File: config.mk
export PLATFORM = sky130hd
export DESIGN_NAME = symbiface_mouse_acc_flat
export DESIGN_NICKNAME = d
export VERILOG_FILES = /design/src/rtl/symbiface_mouse_acc_pkg.sv /design/src/rtl/symbiface_mouse_acc_if.sv /design/src/rtl/symbiface_mouse_acc_sat_acc.sv /design/src/rtl/symbiface_mouse_acc.sv /design/src/flat_wrapper.sv
export SDC_FILE = /design/constraint.sdc
export NUM_CORES = 1
export LEC_CHECK = 0
export ABC_AREA = 1
export BUFFER_PORTS_ARGS = -buffer_cell sky130_fd_sc_hd__buf_4
export CAP_MARGIN = 10
export CORE_MARGIN = 4
export CORE_UTILIZATION = 60
export DETAILED_ROUTE_END_ITERATION = 10
export PLACE_DENSITY_LB_ADDON = 0.3
export SETUP_SLACK_MARGIN = 0.05
export SLEW_MARGIN = 20
export SYNTH_ARGS = -nofsm -noshare
export SYNTH_HDL_FRONTEND = slang
export SYNTH_SLANG_ARGS = --single-unit
File: constraint.sdc
create_clock -name clk_sys -period 5.9 [get_ports clk_sys]
set_clock_uncertainty 0.2 [all_clocks]
set_input_delay 0.59 -clock clk_sys [delete_from_list [all_inputs] [get_ports clk_sys]]
set_output_delay 0.59 -clock clk_sys [all_outputs]
set_load 0.05 [all_outputs]
File: src/rtl/symbiface_mouse_acc_pkg.sv
// SYMBiFACE II mouse port: shared record tags, kind encoding and clamps.
// Imported by the accumulating mouse port and its testbench.
package symbiface_pkg;

    typedef enum logic [2:0] {
        KIND_X    = 3'd0,
        KIND_Y    = 3'd1,
        KIND_BTN  = 3'd2,
        KIND_WHL  = 3'd3,
        KIND_NONE = 3'd4
    } kind_e;

    localparam logic [1:0] TAG_X    = 2'b01;
    localparam logic [1:0] TAG_Y    = 2'b10;
    localparam logic [2:0] TAG_BTN  = 3'b110;
    localparam logic [3:0] TAG_WHL  = 4'b1110;
    localparam logic [7:0] TAG_NONE = 8'h00;

    function automatic logic signed [5:0] clamp6(input logic signed [15:0] v);
        if (v > 16'sd31)
            return 6'b011111;
        else if (v < -16'sd32)
            return 6'b100000;
        else
            return v[5:0];
    endfunction

    function automatic logic signed [3:0] clamp4(input logic signed [15:0] v);
        if (v > 16'sd7)
            return 4'b0111;
        else if (v < -16'sd8)
            return 4'b1000;
        else
            return v[3:0];
    endfunction

endpackage

File: src/rtl/symbiface_mouse_acc_if.sv
// Mouse port bus: hps_io PS/2 mouse/wheel inputs plus the CPU read side.
// master drives packets and the read strobe, slave returns read data.
interface symbiface_mouse_acc_if;
    logic [24:0] ps2_mouse;
    logic [7:0]  ps2_wheel;
    logic        sel;
    logic [7:0]  dout;

    modport master (
        output ps2_mouse,
        output ps2_wheel,
        output sel,
        input  dout
    );

    modport slave (
        input  ps2_mouse,
        input  ps2_wheel,
        input  sel,
        output dout
    );
endinterface

File: src/rtl/symbiface_mouse_acc_sat_acc.sv
// Saturating signed accumulator: q <= sat_W(q - sub + add) at full precision.
// NEG=1 accumulates the negated add operand without 9-bit overflow.
module sat_acc #(
    parameter int W   = 12,
    parameter bit NEG = 1'b0
) (
    input  logic                clk_sys,
    input  logic                reset,
    input  logic signed [8:0]   add,
    input  logic signed [6:0]   sub,
    input  logic                en_add,
    input  logic                en_sub,
    output logic signed [W-1:0] q
);

    // 18 bits hold any 16-bit accumulator plus both operands without wrap
    localparam logic signed [17:0] MAXV = 18'((1 << (W - 1)) - 1);
    localparam logic signed [17:0] MINV = -MAXV - 18'sd1;

    logic signed [17:0] sum;

    always_comb begin
        sum = 18'(q);
        if (en_sub)
            sum = sum - 18'(sub);
        if (en_add) begin
            if (NEG)
                sum = sum - 18'(add);
            else
                sum = sum + 18'(add);
        end
    end

    always_ff @(posedge clk_sys) begin
        if (reset)
            q <= '0;
        else if (sum > MAXV)
            q <= MAXV[W-1:0];
        else if (sum < MINV)
            q <= MINV[W-1:0];
        else
            q <= sum[W-1:0];
    end

endmodule

File: src/rtl/symbiface_mouse_acc.sv
// SYMBiFACE II PS/2 mouse port with saturating motion accumulation
// and round-robin X/Y/button/wheel reporting, one byte per CPU read.
module symbiface_mouse_acc
    import symbiface_pkg::*;
#(
    parameter int ACC_W    = 12,
    parameter int WHL_W    = 8,
    parameter bit WHEEL    = 1'b1,
    parameter bit INVERT_Y = 1'b0
) (
    input logic                  clk_sys,
    input logic                  reset,
    symbiface_mouse_acc_if.slave bus
);

    logic                    tog_q;
    logic                    sel_q;
    logic                    pkt;
    logic                    start;
    logic                    retire;
    logic signed [8:0]       dx;
    logic signed [8:0]       dy;
    logic signed [8:0]       dw;
    logic [2:0]              btn;
    logic [2:0]              btn_last;
    logic                    btn_pend;
    logic signed [ACC_W-1:0] acc_x;
    logic signed [ACC_W-1:0] acc_y;
    logic signed [WHL_W-1:0] acc_w;
    logic signed [15:0]      ax16;
    logic signed [15:0]      ay16;
    logic signed [15:0]      aw16;
    logic signed [5:0]       ex;
    logic signed [5:0]       ey;
    logic signed [3:0]       ew;
    logic [1:0]              ptr;
    logic [1:0]              idx;
    logic [3:0]              cand;
    kind_e                   pick;
    kind_e                   sel_kind;
    logic signed [6:0]       val;
    logic signed [6:0]       sel_val;
    logic [7:0]              rec;
    logic [7:0]              dout_q;
    logic                    unused;

    assign pkt    = bus.ps2_mouse[24] ^ tog_q;
    assign start  = bus.sel & ~sel_q;
    assign retire = ~bus.sel & sel_q;
    assign dx     = {bus.ps2_mouse[4], bus.ps2_mouse[15:8]};
    assign dy     = {bus.ps2_mouse[5], bus.ps2_mouse[23:16]};
    assign dw     = {bus.ps2_wheel[7], bus.ps2_wheel};
    assign btn    = bus.ps2_mouse[2:0];
    assign unused = ^{bus.ps2_mouse[7:6], bus.ps2_mouse[3], dw};

    sat_acc #(.W(ACC_W), .NEG(1'b0)) u_x (
        .clk_sys (clk_sys),
        .reset   (reset),
        .add     (dx),
        .sub     (sel_val),
        .en_add  (pkt),
        .en_sub  (retire && sel_kind == KIND_X),
        .q       (acc_x)
    );

    sat_acc #(.W(ACC_W), .NEG(INVERT_Y)) u_y (
        .clk_sys (clk_sys),
        .reset   (reset),
        .add     (dy),
        .sub     (sel_val),
        .en_add  (pkt),
        .en_sub  (retire && sel_kind == KIND_Y),
        .q       (acc_y)
    );

    if (WHEEL) begin : g_whl
        sat_acc #(.W(WHL_W), .NEG(1'b0)) u_w (
            .clk_sys (clk_sys),
            .reset   (reset),
            .add     (dw),
            .sub     (sel_val),
            .en_add  (pkt),
            .en_sub  (retire && sel_kind == KIND_WHL),
            .q       (acc_w)
        );
    end else begin : g_nowhl
        assign acc_w = '0;
    end

    assign ax16 = acc_x;
    assign ay16 = acc_y;
    assign aw16 = acc_w;
    assign ex   = clamp6(ax16);
    assign ey   = clamp6(ay16);
    assign ew   = clamp4(aw16);

    assign cand = {WHEEL && acc_w != '0, btn_pend,
                   acc_y != '0, acc_x != '0};

    // Walk backwards so the candidate nearest ptr wins
    always_comb begin
        pick = KIND_NONE;
        idx  = ptr;
        for (int i = 3; i >= 0; i--) begin
            idx = ptr + 2'(i);
            if (cand[idx])
                pick = kind_e'({1'b0, idx});
        end
    end

    always_comb begin
        rec = TAG_NONE;
        val = '0;
        unique case (pick)
            KIND_X: begin
                rec = {TAG_X, ex};
                val = {ex[5], ex};
            end
            KIND_Y: begin
                rec = {TAG_Y, ey};
                val = {ey[5], ey};
            end
            KIND_BTN: rec = {TAG_BTN, 2'b00, btn_last};
            KIND_WHL: begin
                rec = {TAG_WHL, ew};
                val = {{3{ew[3]}}, ew};
            end
            default: begin
                rec = TAG_NONE;
                val = '0;
            end
        endcase
    end

    always_ff @(posedge clk_sys) begin
        tog_q <= bus.ps2_mouse[24];
        sel_q <= bus.sel;
        if (reset) begin
            btn_last <= '0;
            btn_pend <= 1'b0;
            ptr      <= 2'd0;
            sel_kind <= KIND_NONE;
            sel_val  <= '0;
            dout_q   <= 8'hFF;
        end else begin
            if (pkt)
                btn_last <= btn;
            // A fresh button change survives a retiring button read
            btn_pend <= (pkt && btn != btn_last)
                     || (btn_pend && !(retire && sel_kind == KIND_BTN));
            if (!bus.sel)
                dout_q <= 8'hFF;
            else if (start)
                dout_q <= rec;
            if (start) begin
                sel_kind <= pick;
                sel_val  <= val;
            end else if (retire) begin
                if (sel_kind != KIND_NONE)
                    ptr <= sel_kind[1:0] + 2'd1;
                sel_kind <= KIND_NONE;
            end
        end
    end

    assign bus.dout = dout_q;

endmodule

File: src/flat_wrapper.sv
// flat-port wrapper written by rule: the top's interface ports become plain ports
module symbiface_mouse_acc_flat import symbiface_pkg::*;
#(
    parameter int ACC_W    = 12,
    parameter int WHL_W    = 8,
    parameter bit WHEEL    = 1'b1,
    parameter bit INVERT_Y = 1'b0
)
  (clk_sys, reset, bus_ps2_mouse, bus_ps2_wheel, bus_sel, bus_dout);
  symbiface_mouse_acc_if bus_i ();
  input logic clk_sys;
  input logic reset;
  input wire logic [$bits(bus_i.ps2_mouse)-1:0] bus_ps2_mouse;
  input wire logic [$bits(bus_i.ps2_wheel)-1:0] bus_ps2_wheel;
  input wire logic [$bits(bus_i.sel)-1:0] bus_sel;
  output wire logic [$bits(bus_i.dout)-1:0] bus_dout;
  assign bus_i.ps2_mouse = bus_ps2_mouse;
  assign bus_i.ps2_wheel = bus_ps2_wheel;
  assign bus_i.sel = bus_sel;
  assign bus_dout = bus_i.dout;
  symbiface_mouse_acc #(.ACC_W(ACC_W), .WHL_W(WHL_W), .WHEEL(WHEEL), .INVERT_Y(INVERT_Y)) u_core (.clk_sys(clk_sys), .reset(reset), .bus(bus_i));
endmodule
# Word-level counts from Yosys, hierarchy flattened
# Cells that the tools add are included.
totals:
  regBits: 58
  latch_bits: 0
  mem_bits_rw: 0
  romBits: 0
  n_memories: 0
op_classes:
  add_sub_neg: 10
  multipliers: 0
  div_mod_pow: 0
  n_lt_le_gt_ge: 16
  n_eq_ne: 8
  shift: 0
  muxes: 34
  n_bitwise: 6
  reduce_logical: 19
ops:
  columns: ["operator", "n"]
  rows:
  - ["two-way mux 18 bit", 6]
  - ["adder 18 x 9 -> 18 bit", 2]
  - ["greater-than comparator 18 x 12 -> 1 bit (second input constant)", 2]
  - ["< comparator 18 x 12 -> 1 bit (second input constant)", 2]
  - ["case mux 8 bit (4 select lines)", 1]
  - ["subtractor 12 x 7 -> 13 bit", 2]
  - ["greater-than comparator 12 x 6 -> 1 bit (second input constant)", 2]
  - ["< comparator 12 x 6 -> 1 bit (second input constant)", 2]
  - ["two-way mux 12 bit", 2]
  - ["two-way mux 6 bit", 4]
  - ["nonzero test 12 bit", 2]
  - ["two-way mux 11 bit", 2]
  - ["case mux 7 bit (3 select lines)", 1]
  - ["adder 18 x 8 -> 18 bit", 1]
  - ["greater-than comparator 18 x 8 -> 1 bit (second input constant)", 1]
  - ["< comparator 18 x 8 -> 1 bit (second input constant)", 1]
  - ["two-way mux 3 bit", 6]
  - ["== test 3 x 2 -> 1 bit (second input constant)", 4]
  - ["< comparator 2 x 3 -> 1 bit (second input constant)", 4]
  - ["subtractor 8 x 7 -> 9 bit", 1]
  - ["binary-select mux 1 bit (select 2 bit)", 4]
  - ["greater-than comparator 8 x 4 -> 1 bit (second input constant)", 1]
  - ["< comparator 8 x 4 -> 1 bit (second input constant)", 1]
  - ["two-way mux 4 bit", 2]
  - ["other kinds (19)", 37]

# Longest topological paths before layout
# Gate-level depths: netlist (run 1).
logic_depth:
  depth_word: 9
  mapped_depth: 27
  mapped_depth_nobuf: 26

# Cells and area by module
# A second synthesis (run 1) with hierarchy kept.
unflattened:
  cells_unflattened: 1194
  area_unflattened_um2: 7140.6
modules_own_cells:
  columns: ["module", "instances", "cells_each", "area_each_um2"]
  rows:
  - ["sat_acc at u_core.u_y", 1, 345, 2008.2]
  - ["sat_acc at u_core.u_x", 1, 331, 1958.1]
  - ["symbiface_mouse_acc", 1, 279, 1755.4]
  - ["sat_acc at u_core.g_whl.u_w", 1, 239, 1418.9]

# Worst setup path after synthesis (run 1)
# No wires, ideal clock.
synth_path:
  path_kind: "in2reg"
  from: "input port bus_sel"
  to: "register u_core.g_whl.u_w.q[7]"
  setup_time_ns: 0.070
  arrival_ns: 3.661
  required_ns: 5.630
  setup_slack_ns: 1.969
  cell_stages: 21
  n_path_buf: 1
  path_cell_list: "inv_1 -> ha_1 -> nand3_1 -> clkbuf_1 -> nand2_1 -> o21ai_0 -> ha_1 -> inv_1 -> fa_1 -> o21ai_1 -> nor3b_1 -> nor2_1 -> fa_1 -> inv_1 -> nor3_1 -> nand4_1 -> nand2_1 -> nand2_1 -> nand2_1 -> nand2_1 -> a21oi_1"
synth_via:
  elab_chain_len: 8
  word_cells_on_any_way: 10
  classes_between: "1 x add/sub; 2 x order compare; 3 x mux; 2 x bitwise; 2 x reduce/logical"
synth_rtl:
  columns: ["item", "line_no", "rtl"]
  rows:
  - ["start, declared", "flat_wrapper.sv:15", "input wire logic [$bits(bus_i.sel)-1:0] bus_sel;"]
  - ["NOT 1 bit *", "symbiface_mouse_acc.sv:49", "assign retire = ~bus.sel & sel_q;"]
  - ["bitwise AND 1 bit *", "symbiface_mouse_acc.sv:49", null]
  - ["logical AND 1 bit *", "symbiface_mouse_acc.sv:83", ".en_sub (retire && sel_kind == KIND_WHL),"]
  - ["two-way mux 18 bit *", "symbiface_mouse_acc_sat_acc.sv:24", "if (en_sub)"]
  - ["adder 18 x 8 -> 18 bit", "symbiface_mouse_acc_sat_acc.sv:30", "sum = sum + 18'(add);"]
  - ["two-way mux 18 bit *", "symbiface_mouse_acc_sat_acc.sv:26", "if (en_add) begin"]
  - ["< comparator 18 x 8 -> 1 bit / greater-than comparator 18 x 8 -> 1 bit (equally long branches)", "symbiface_mouse_acc_sat_acc.sv:39, symbiface_mouse_acc_sat_acc.sv:37", null]
  - ["two-way mux 8 bit / OR reduction 2 bit (equally long branches)", null, null]
  - ["end signal, assigned", "symbiface_mouse_acc_sat_acc.sv:38", "q <= MAXV[W-1:0];"]
  - ["end signal, assigned", "symbiface_mouse_acc_sat_acc.sv:40", "q <= MINV[W-1:0];"]
  - ["end signal, assigned", "symbiface_mouse_acc_sat_acc.sv:42", "q <= sum[W-1:0];"]
  - ["end, declared", "symbiface_mouse_acc_sat_acc.sv:13", "output logic signed [W-1:0] q"]
# Mark *: on every way between the ends. The rest lies on a longest branch, timed or not.
# A chain may end at the register's enable or synchronous reset.

# Worst setup path after layout (run 1)
layout_path:
  from: "register u_core.sel_val[5]"
  to: "register u_core.u_x.q[4]"
layout_via:
  elab_chain_len: 7
  word_cells_on_any_way: 8
  classes_between: "2 x add/sub; 2 x order compare; 4 x mux"
layout_rtl:
  columns: ["item", "line_no", "rtl"]
  rows:
  - ["start, declared", "symbiface_mouse_acc.sv:42", "logic signed [6:0] sel_val;"]
  - ["start signal, assigned", "symbiface_mouse_acc.sv:157", "sel_val <= val;"]
  - ["subtractor 12 x 7 -> 13 bit *", "symbiface_mouse_acc_sat_acc.sv:25", "sum = sum - 18'(sub);"]
  - ["two-way mux 18 bit *", "symbiface_mouse_acc_sat_acc.sv:24", null]
  - ["adder 18 x 9 -> 18 bit", "symbiface_mouse_acc_sat_acc.sv:30", null]
  - ["two-way mux 18 bit *", "symbiface_mouse_acc_sat_acc.sv:26", null]
  - ["< comparator 18 x 12 -> 1 bit", "symbiface_mouse_acc_sat_acc.sv:39", "else if (sum < MINV)"]
  - ["two-way mux 12 bit", "symbiface_mouse_acc_sat_acc.sv:39", null]
  - ["two-way mux 11 bit *", "symbiface_mouse_acc_sat_acc.sv:37", "else if (sum > MAXV)"]
  - ["end signal, assigned", "symbiface_mouse_acc_sat_acc.sv:38", null]
  - ["end signal, assigned", "symbiface_mouse_acc_sat_acc.sv:40", null]
  - ["end signal, assigned", "symbiface_mouse_acc_sat_acc.sv:42", null]
  - ["end, declared", "symbiface_mouse_acc_sat_acc.sv:13", null]
# Marks and branches as above.

==> results.txt, run 1 <==
Run status: completed
Placed cells: 1222
Tmin final: 4.50 ns
Multi-input gate area: 4880 sq um
Final wirelength: 16000 um
Io pins: 44
Yosys warns: 0
Mapped Avg Cell Area: 6.24 sq um
H-Tree Depth: 3
Hold path startpoint: bus_ps2_mouse[24]
Initial Util: 0.613
FF-to-FF Start: u_core.sel_val[5]
Setup violations, final: 0
Chip width: 113 um
CP max stage cell: o21ai_1
Clock tree buffer depth: 2
# port buffers: 40
Post-DR wirelength/cell: 12.9 um
Worst-Skew Late Latency: 0.37 ns
Critical Path RT: 5.91 ns
Fillers: 1022
Buffers and inverters on the worst path: 4
Hold Crit Endpoint: u_core.tog_q
Largest net degree at the start of global routing: 64
Largest area contributor in the netlist: dfxtp_1
Die Height: 113 um
Global-route wire length before repair: 27500 um
Drt first pass iters: 5
VDD IR max: 181 uV
1st-iter DRT viols: 437
Worst rel slew slack: 0.491
Vias in the first global route: 6184
Clk root buf: clkbuf_8
Vias per cell: 5.48
Top-area cell type share of the netlist area: 0.172
Final hold violations: 0
Top cells by count, synth: nand2_1, a21oi_1, inv_1
Ranking of synthesized cells by area: dfxtp_1, nand2_1, ha_1
FF/Latch Area: 1140 sq um
Placed inst area: 7010 sq um
Area grow syn2layout: 8.85%
Final period util: 0.763
Asr flop ratio synth: 0
Clock transition at path regs: 0.09 ns
Cell family with most CP delay: compound AO/OA/AOI/OAI gates
WHS Path Cells: 1
Post-CTS setup buffers: 0
CTS buffer count: 9
LEAKAGE: 0.00364 uW
Critical path cell sequence: inv_1, ha_1, a21o_1, a21oi_2, nand2_1, a21oi_1, xor2_1, a21oi_1, ha_1, nand2_1, o21ai_0, inv_1, o21ai_0, a21oi_1, nand2_1, nand2_1, inv_1, nand2_1, nand2_1, inv_1, o21ai_1, a21oi_1
Place WS: 1.25 ns
Nets: 1209
Top FF cell, synth: dfxtp_1
Core area: 10800 sq um
Routability cong.: 0.934
Max-cap viol count: 0
Vias: 6779
Hold crit path type: in -> reg
Register area share after synthesis: 0.172
Initial antenna violation count: 0
Worst slew pin tran: 0.758 ns
Setup TNS: 0 ns
Max Freq: 222 MHz
Design area: 7230 sq um
Setup slack, reg-to-reg: 1.40 ns
Die area: 12800 sq um
Count leader, synth: nand2_1
HPWL Detailed: 12600 um
Count of state elements after synthesis: 57
Mapped Area: 6640 sq um
Drt drc: 0
Post-cts sizing count: 0
Synth Instances: 1064
Overflow after GRT: 0
Post-Syn Nets: 1180
Final Instance Count excl. Fillers: 1238
Slowest Stage Delay on Critical Path: 0.60 ns
Layout cell share with drive strength beyond 1: 0.101
Crit path kind: reg -> reg
Crit Path Max Fanout: 17
Clk sinks: 57
Post-synth EDFFs: 0
Crit. End Element: flop
Hold_buf cts: 0
Tot GR Track Use: 0.257
R2r endpoint: u_core.u_x.q[4]
Critical Path Source Type: flop
CTS tree: yes
Slew Limit Fails: 0
Final WS setup: 1.40 ns
ANT nets after route: 0
Crit path top cell by count: nand2_1
Synth unique cells: 50
Power per Cell Area: 367 nW/um^2
Worst Reg-to-Reg Cells: 22
Antenna Cells: 0
Worst EP arrival: 4.51 ns
# rows: 38
Unrepaired setup endpoints after global routing: false
## sequential cells by signal, indices dropped and copies added, names as in the netlist
name / cells
u_core.u_y.q: 12
u_core.bus.dout: 8
u_core.tog_q: 1
u_core.btn_pend: 1
u_core.sel_q: 1
u_core.g_whl.u_w.q: 8
u_core.sel_val: 6
u_core.ptr: 2
u_core.u_x.q: 12
u_core.sel_kind: 3
u_core.btn_last: 3
## stage by stage
step                      hold WS, ns  utilization  total power, uW
after CTS                       0.140        0.667             2640
after global routing            0.144        0.667             2940
after detailed placement        0.254        0.646             2200
after global placement          0.254        0.646             2170
after floorplan                 0.244            -             1890
final                           0.147        0.667             2650
## worst max-delay path by stage
stage	slack (ns)	cells past startpoint	endpoint	startpoint
after global routing	0.97	22	u_core.u_x.q[0]	u_core.sel_val[5]
after floorplan	1.97	21	u_core.g_whl.u_w.q[7]	bus_sel
after detailed placement	1.25	20	u_core.g_whl.u_w.q[7]	bus_sel
after CTS	1.42	22	u_core.u_x.q[4]	u_core.sel_val[5]
after global placement	1.29	20	u_core.g_whl.u_w.q[7]	bus_sel
final	1.40	22	u_core.u_x.q[4]	u_core.sel_val[5]
## kinds of logic after synthesis
group                      share of synthesized area
AOI/OAI and AO/OA                              0.209
xor gates and xnor gates                      0.0488
adders and majority gates                      0.159
buffers and inverters                         0.0944
DFF                                            0.172
and+or+nand+nor                                0.317
## metal layers
| layer | vias to the layer above | global-route usage | wire length, um | part of all wire |
|---|---|---|---|---|
| met5 | - | 0 | 0 | 0 |
| met4 | 0 | 0.0897 | 401 | 0.025 |
| met3 | 35 | 0.0428 | 693 | 0.043 |
| met2 | 136 | 0.417 | 7170 | 0.45 |
| met1 | 3030 | 0.345 | 7760 | 0.48 |
| li1 | 3578 | - | - | - |
## cells in the final DEF (no fill, tap or decap), drive strengths merged, types with 2 or more instances in the layout
master / instances
nand2: 302
inv: 133
a21oi: 130
o21ai: 98
nand3: 79
ha: 73
nor2: 69
dfxtp: 57
buf: 41
xor2: 25
xnor2: 12
nor3: 9
clkbuf: 9
nand4: 8
a21o: 7
fa: 7
or2: 5
o21a: 4
o21bai: 4
clkinv: 4
a31oi: 3
nand3b: 3
o211ai: 2
a21boi: 2
o31ai: 2
clkinvlp: 2
bufinv: 2
## report_power, final
part           internal (uW)  leakage (uW)  switching [uW]
clock network            241      0.000106             191
registers                459      0.000473            81.2
logic                    647       0.00306            1030
total                   1350       0.00364            1300
## layout make-up
class | count | share of cell area
inverters | 134 | 0.0697
clock buffers | 9 | 0.0171
clock inverters | 7 | 0.0140
repair buffers | 41 | 0.0426
flip-flops and latches | 57 | 0.158
well taps | 140 | 0.0242
multi-input cells | 850 | 0.675
No activity file was read; power rests on OpenSTA's default activity.
==> inputs of run 2 (changes only) <==
- ABC_AREA: 1 -> 0
- CORE_UTILIZATION: 60 -> 57
- clock period: 5.9 -> 4.1 ns (I/O delays scaled with it)
==> run 2 against run 1 <==
Net effect: the flow now finishes with violations (negative setup slack); hold slack worse by 0.063 ns; area after synthesis decreased by 4.4%; synthesized cell count fell by 22%; largest cell class unchanged; design area is 14% higher; combinational power grew to 2.7 times the previous value; critical path type unchanged; count of clock-buffer cells in the layout rose by 2; flip-flop and latch count is the same; first-iteration DRC count increased by 24%.
==> results.txt, run 2 <==
Routability cong.: 0.888
Worst-Skew Late Latency: 0.35 ns
H-Tree Depth: 3
Critical Path Source Type: flop
Worst setup startpoint: u_core.sel_val[2]
Final period util: 1.05
Global-route wire length before repair: 30500 um
Final wirelength: 19100 um
Largest net degree at the start of global routing: 39
Fillers: 757
Area share of and/or/nand/nor cells after synthesis: 0.206
CP max stage cell: or4_1
Max Freq: 233 MHz
FF/Latch Area: 1150 sq um
Run status: finished with violations
Mapped Avg Cell Area: 7.61 sq um
Mux cell area share after synthesis: 0.0146
Drt drc: 0
Worst slew pin tran: 0.757 ns
Largest regs: u_core.u_x.q x12, u_core.u_y.q x12
Antenna Cells: 0
Gate power share: 0.753
Xor/xnor share of the synthesized area: 0.0524
1st-iter DRT viols: 544
Compound-Gate Fraction of Synth Area: 0.330
Asr flop ratio synth: 0
Final hold violations: 0
Worst rel slew slack: 0.493
Ranking of synthesized cells by area: dfxtp_1, ha_1, a21oi_1
Critical path cell sequence: inv_1, ha_1, buf_4, o21a_1, o31a_1, buf_4, o211ai_1, a21oi_1, o31ai_1, ha_1, a21oi_1, inv_1, or4_1, nand3_1, a211o_1, clkbuf_16, o21ai_2
Clock tree buffer depth: 2
Tmin final: 4.29 ns
Worst EP arrival: 4.32 ns
Initial antenna violation count: 0
CTS buffer count: 9
Nets: 1076
Hold crit path type: in -> reg
Violated checks: negative setup slack
FF-to-FF Start: u_core.sel_val[2]
Post-synthesis adder-cell area fraction: 0.166
Post-Syn Nets: 950
Area grow syn2layout: 30.1%
# port buffers: 40
Yosys warns: 0
Clk root buf: clkbuf_8
Vias per cell: 6.24
Net Sw Power: 2800 uW
Power per Cell Area: 726 nW/um^2
Slew Limit Fails: 0
Clk sinks: 57
Top cells by count, synth: nand2_1, a21oi_1, ha_1
Io pins: 44
Power share of the clock group: 0.096
Crit. End Element: flop
Max-cap viol count: 0
Synth unique cells: 82
Post-synth EDFFs: 0
Layout cell share with drive strength beyond 1: 0.293
# rows: 38
Synth Instances: 834
Final Core Density: 0.759
Pint: 3190 uW
Count leader, synth: nand2_1
Post-DR wirelength/cell: 17.3 um
Slowest Stage Delay on Critical Path: 0.49 ns
Switching Share: 0.468
VDD IR max: 458 uV
Drt first pass iters: 5
Die area: 12900 sq um
Unrepaired setup endpoints after global routing: true
Count of state elements after synthesis: 57
Overflow after GRT: 0
Crit path kind: reg -> reg
Critical Path RT: 4.14 ns
Final WS setup: -0.185 ns
Tot GR Track Use: 0.284
Worst hold slack: 0.0845 ns
ANT nets after route: 0
Commonest non-fill, non-tap cell in the layout: buf_4
Chip width: 114 um
LEAKAGE: 0.00347 uW
Setup violations, final: 20
Vias in the first global route: 6753
Die Height: 114 um
Clock transition at path regs: 0.07 ns
Largest area contributor in the netlist: dfxtp_1
Top FF cell, synth: dfxtp_1
Main combinational cell family by area after synthesis: compound AO/OA/AOI/OAI gates
CTS tree: yes
Initial Util: 0.583
HPWL Detailed: 13800 um
Mapped Area: 6350 sq um
Setup TNS: -2.27 ns
Top-area cell type share of the netlist area: 0.180
Vias: 6896
Crit Path Max Fanout: 5
Core area: 10900 sq um
Share of power burned in registers: 0.150
Most frequent cells in the layout: buf_4, nand2_1, a21oi_1, ha_1, dfxtp_1
Register area share after synthesis: 0.180
Hold path startpoint: bus_sel
Multi-input gate area: 5430 sq um
==> run 2: cell families (layout without fill, tap and decap cells) <==
logic type / after synthesis / in the layout
compound gates: 309 / 309
simple gates: 269 / 269
fa+ha+maj: 80 / 80
buf+inv: 72 / 203
flops: 57 / 57
xor+xnor: 38 / 38
mux: 9 / 9
==> run 2: path summary, 6_finish.rpt <==
check                           end  slack [ns]  cells past startpoint
hold / removal         u_core.sel_q        0.08                      2
setup reg to reg    u_core.u_y.q[7]       -0.19                     17
setup / recovery    u_core.u_y.q[7]       -0.19                     17
hold reg to reg   u_core.sel_val[2]        0.26                      2
==> run 2: area by class of cell <==
cell class	instances	share of cell area
timing repair buffer	144	0.137
inverter	43	0.0195
clock inverter	5	0.00970
sequential	57	0.139
multi-input combinational	705	0.658
tap	140	0.0212
clock buffer	11	0.0159
==> run 2: worst max-delay path: cells and delay by family, from the launching register on <==
kind | cells | cell delay [ns]
AOI/OAI and AO/OA | 8 | 1.60
adders and majority gates | 2 | 0.70
buffers and inverters | 5 | 0.73
DFF | 1 | 0.33
and+or+nand+nor | 2 | 0.60
==> run 2: power groups by stage <==
stage / clock (uW) / combinational [uW] / sequential [uW]
after floorplan: 0 / 2630 / 856
after detailed placement: 0 / 3710 / 891
after global routing: 609 / 4920 / 915
final: 578 / 4520 / 900
after CTS: 583 / 4040 / 883
after global placement: 0 / 3560 / 883
==> run 2: metrics by stage <==
| step | cells | power [uW] | instance area (sq um) | setup slack [ns] |
|---|---|---|---|---|
| detailed placement | 1074 | 4600 | 7360 | -0.373 |
| finish | 1105 | 5990 | 8260 | -0.185 |
| CTS | 1096 | 5510 | 7890 | -0.144 |
| global placement | 1074 | 4440 | 7360 | -0.222 |
| floorplan | 834 | 3490 | 6360 | 0.0689 |
| global route | 1105 | 6440 | 8260 | -0.336 |
==> run 2: timing repair <==
item | in CTS | in global routing
endpoints found under the setup margin | 29 | 30
gates cloned | 1 | 1
pin swaps | 44 | 48
setup buffers | 5 | 7
endpoints found under the hold margin | 0 | 1
gates resized for setup | 72 | 60
hold buffers | 0 | 1
==> run 2: per-layer routing <==
layer,GRT usage,wire [um]
met4,0.103,597
met5,0,0
met1,0.345,7900
met3,0.0446,1130
met2,0.505,9430
==> inputs of run 3 (changes only) <==
- SYNTH_HIERARCHICAL: not set -> 1
==> run 3 against run 2 <==
Net effect: the flow still finishes with violations (negative setup slack); non-clock buffer count up 44; die area up 10%; register-to-register slack worse by 0.10 ns; utilization up 2.9 points; largest cell class unchanged.
==> results.txt, run 3 <==
Run status: finished with violations
Violated checks: negative setup slack
Crit. End Element: flop
Count of state elements after synthesis: 57
Antenna Cells: 0
Drt first pass iters: 5
# port buffers: 40
Worst EP arrival: 4.40 ns
Top cells by count, synth: ha_1, nor2_1, a21oi_1
H-Tree Depth: 3
Top FF cell, synth: dfxtp_1
Pint: 4070 uW
Final wirelength: 22300 um
Io pins: 44
Layout cell share with drive strength beyond 1: 0.370
Clk sinks: 57
Area grow syn2layout: 35.1%
Nets: 1128
CP max stage cell: fa_1
Top-area cell type share of the netlist area: 0.162
Critical path cell sequence: buf_6, ha_4, inv_2, fa_2, a211oi_4, o21bai_2, a21oi_2, xnor2_1, mux2_2, ha_4, a21boi_2, o21ai_2, nand2b_1, fa_1, nand2_1, nor2_2, buf_4, a2bb2oi_4, o31ai_4, a211oi_4, o21ai_1
Max Freq: 228 MHz
Hold path startpoint: bus_ps2_mouse[24]
Final period util: 1.07
Largest regs: u_core/u_x/q x12, u_core/u_y/q x12
Worst-Skew Late Latency: 0.34 ns
Synth unique cells: 109
Commonest non-fill, non-tap cell in the layout: buf_4
ANT nets after route: 0
Post-Syn Nets: 953
Initial antenna violation count: 0
Max-cap viol count: 0
Overflow after GRT: 0
Drt drc: 0
Tmin final: 4.39 ns
Power share of the clock group: 0.109
Unrepaired setup endpoints after global routing: true
CTS buffer count: 9
Clk root buf: clkbuf_16
Setup TNS: -5.76 ns
Place WS: -0.432 ns
Switching Share: 0.458
Post-synth EDFFs: 0
Asr flop ratio synth: 0
Largest net degree at the start of global routing: 44
CTS tree: yes
Synth Instances: 836
Ranking of synthesized cells by area: dfxtp_1, ha_1, a21oi_1
HPWL Detailed: 15500 um
Clock transition at path regs: 0.05 ns
Mapped Avg Cell Area: 8.42 sq um
FF-to-FF Start: u_core/sel_val[0]
Largest area contributor in the netlist: dfxtp_1
Post-DR wirelength/cell: 18.9 um
Tot GR Track Use: 0.295
Slew Limit Fails: 0
Global-route wire length before repair: 35200 um
Clock tree buffer depth: 2
Critical Path Source Type: flop
Routability cong.: 0.923
Worst setup startpoint: u_core/sel_val[0]
Slowest Stage Delay on Critical Path: 0.46 ns
Setup slack, reg-to-reg: -0.29 ns
Power per Cell Area: 790 nW/um^2
Setup violations, final: 29
Vias per cell: 6.37
Mapped Area: 7040 sq um
Count leader, synth: ha_1
Register area share after synthesis: 0.162
Initial Util: 0.583
Crit Path Max Fanout: 7
Final WS setup: -0.290 ns
Final hold violations: 0
Gate power share: 0.768
VDD IR max: 476 uV
R2r endpoint: u_core/g_whl.u_w/q[0]
LEAKAGE: 0.00390 uW
Vias: 7529
Share of power burned in registers: 0.123
Hold_buf cts: 0
Worst slew pin tran: 0.693 ns
Critical Path RT: 4.11 ns
Vias in the first global route: 7470
Hold crit path type: in -> reg
Crit path kind: reg -> reg
1st-iter DRT viols: 587
# rows: 40
Most frequent cells in the layout: buf_4, nor2_1, ha_1, a21oi_1, dfxtp_1
Die Height: 119 um
Net Sw Power: 3440 uW
Yosys warns: 6
Worst rel slew slack: 0.538
Die area: 14200 sq um
Worst Reg-to-Reg Cells: 21
Setup crit end: u_core/g_whl.u_w/q[0]
Core area: 12100 sq um
Chip width: 119 um
run 3: cell count changes after synthesis, moves of 13 or more:
cell,before,now
a21oi_1,78,64
mux2_2,2,15
mux2i_1,7,20
nand2_1,103,45
o21ai_0,68,50
run 3: final cells by class:
cell class                 count  area (sq um)
clock buffer                  11           253
timing repair buffer         188          1520
clock inverter                 3          65.1
tap                          168           210
fill                         791          2560
sequential                    57          1150
multi-input combinational    696          6080
inverter                      59           226
run 3: metrics by stage:
stage	hold slack [ns]	util	std cells	cell area [sq um]	total power [uW]
final	0.0208	0.788	1182	9500	7510
after global routing	0.0145	0.788	1182	9500	7990
after CTS	0.0209	0.764	1171	9220	7040
after detailed placement	0.270	0.695	1141	8390	5690
after global placement	0.254	0.695	1141	8390	5480
after floorplan	0.238	-	836	7110	4240
run 3: cells by family after synthesis:
family / count (synthesis) / share of synthesized area
compound gates: 309 / 0.338
xor+xnor: 37 / 0.0461
fa+ha+maj: 81 / 0.153
buf+inv: 83 / 0.0594
flops: 57 / 0.162
mux: 36 / 0.0544
simple gates: 233 / 0.188
run 3: how the worst min path moves through the flow:
stage / to / cells after the start
2_1_floorplan: u_core/sel_q / 0
6_report: u_core/tog_q / 1
4_1_cts: u_core/tog_q / 1
5_1_grt: u_core/tog_q / 1
3_5_place_dp: u_core/bus.dout[6] / 1
3_3_place_gp: u_core/bus.dout[6] / 1
run 3: worst max-delay path, delay by kind of cell (launching register included):
kind,cells,cell delay [ns]
AOI/OAI and AO/OA,9,1.63
adders and majority gates,4,1.19
DFF,1,0.34
muxes,1,0.30
buffers and inverters,3,0.27
and+or+nand+nor,3,0.25
xor gates and xnor gates,1,0.07
run 3: routing by layer:
layer / share of wire / vias up / wire length (um) / global-route usage
met5: 0 / - / 0 / 0
met4: 0.028 / 0 / 621 / 0.106
met3: 0.052 / 63 / 1150 / 0.0446
met2: 0.52 / 307 / 11600 / 0.536
met1: 0.40 / 3646 / 8900 / 0.349
li1: - / 3513 / - / -
run 3: timing repair:
| item | 4_1_cts | 5_1_grt |
|---|---|---|
| buffers inserted | 14 | 11 |
| setup endpoints to repair | 31 | 31 |
| gates cloned | 3 | 0 |
| pin swaps | 55 | 64 |
| hold endpoints to repair | 0 | 0 |
| gates resized for setup | 73 | 39 |
run 3: power by group through the flow:
stage	Sequential [uW]	Combinational, uW	Clock (uW)
5_1_grt	940	6190	852
4_1_cts	910	5310	818
2_1_floorplan	928	3310	0
6_report	925	5760	818
3_3_place_gp	903	4580	0
3_5_place_dp	909	4780	0
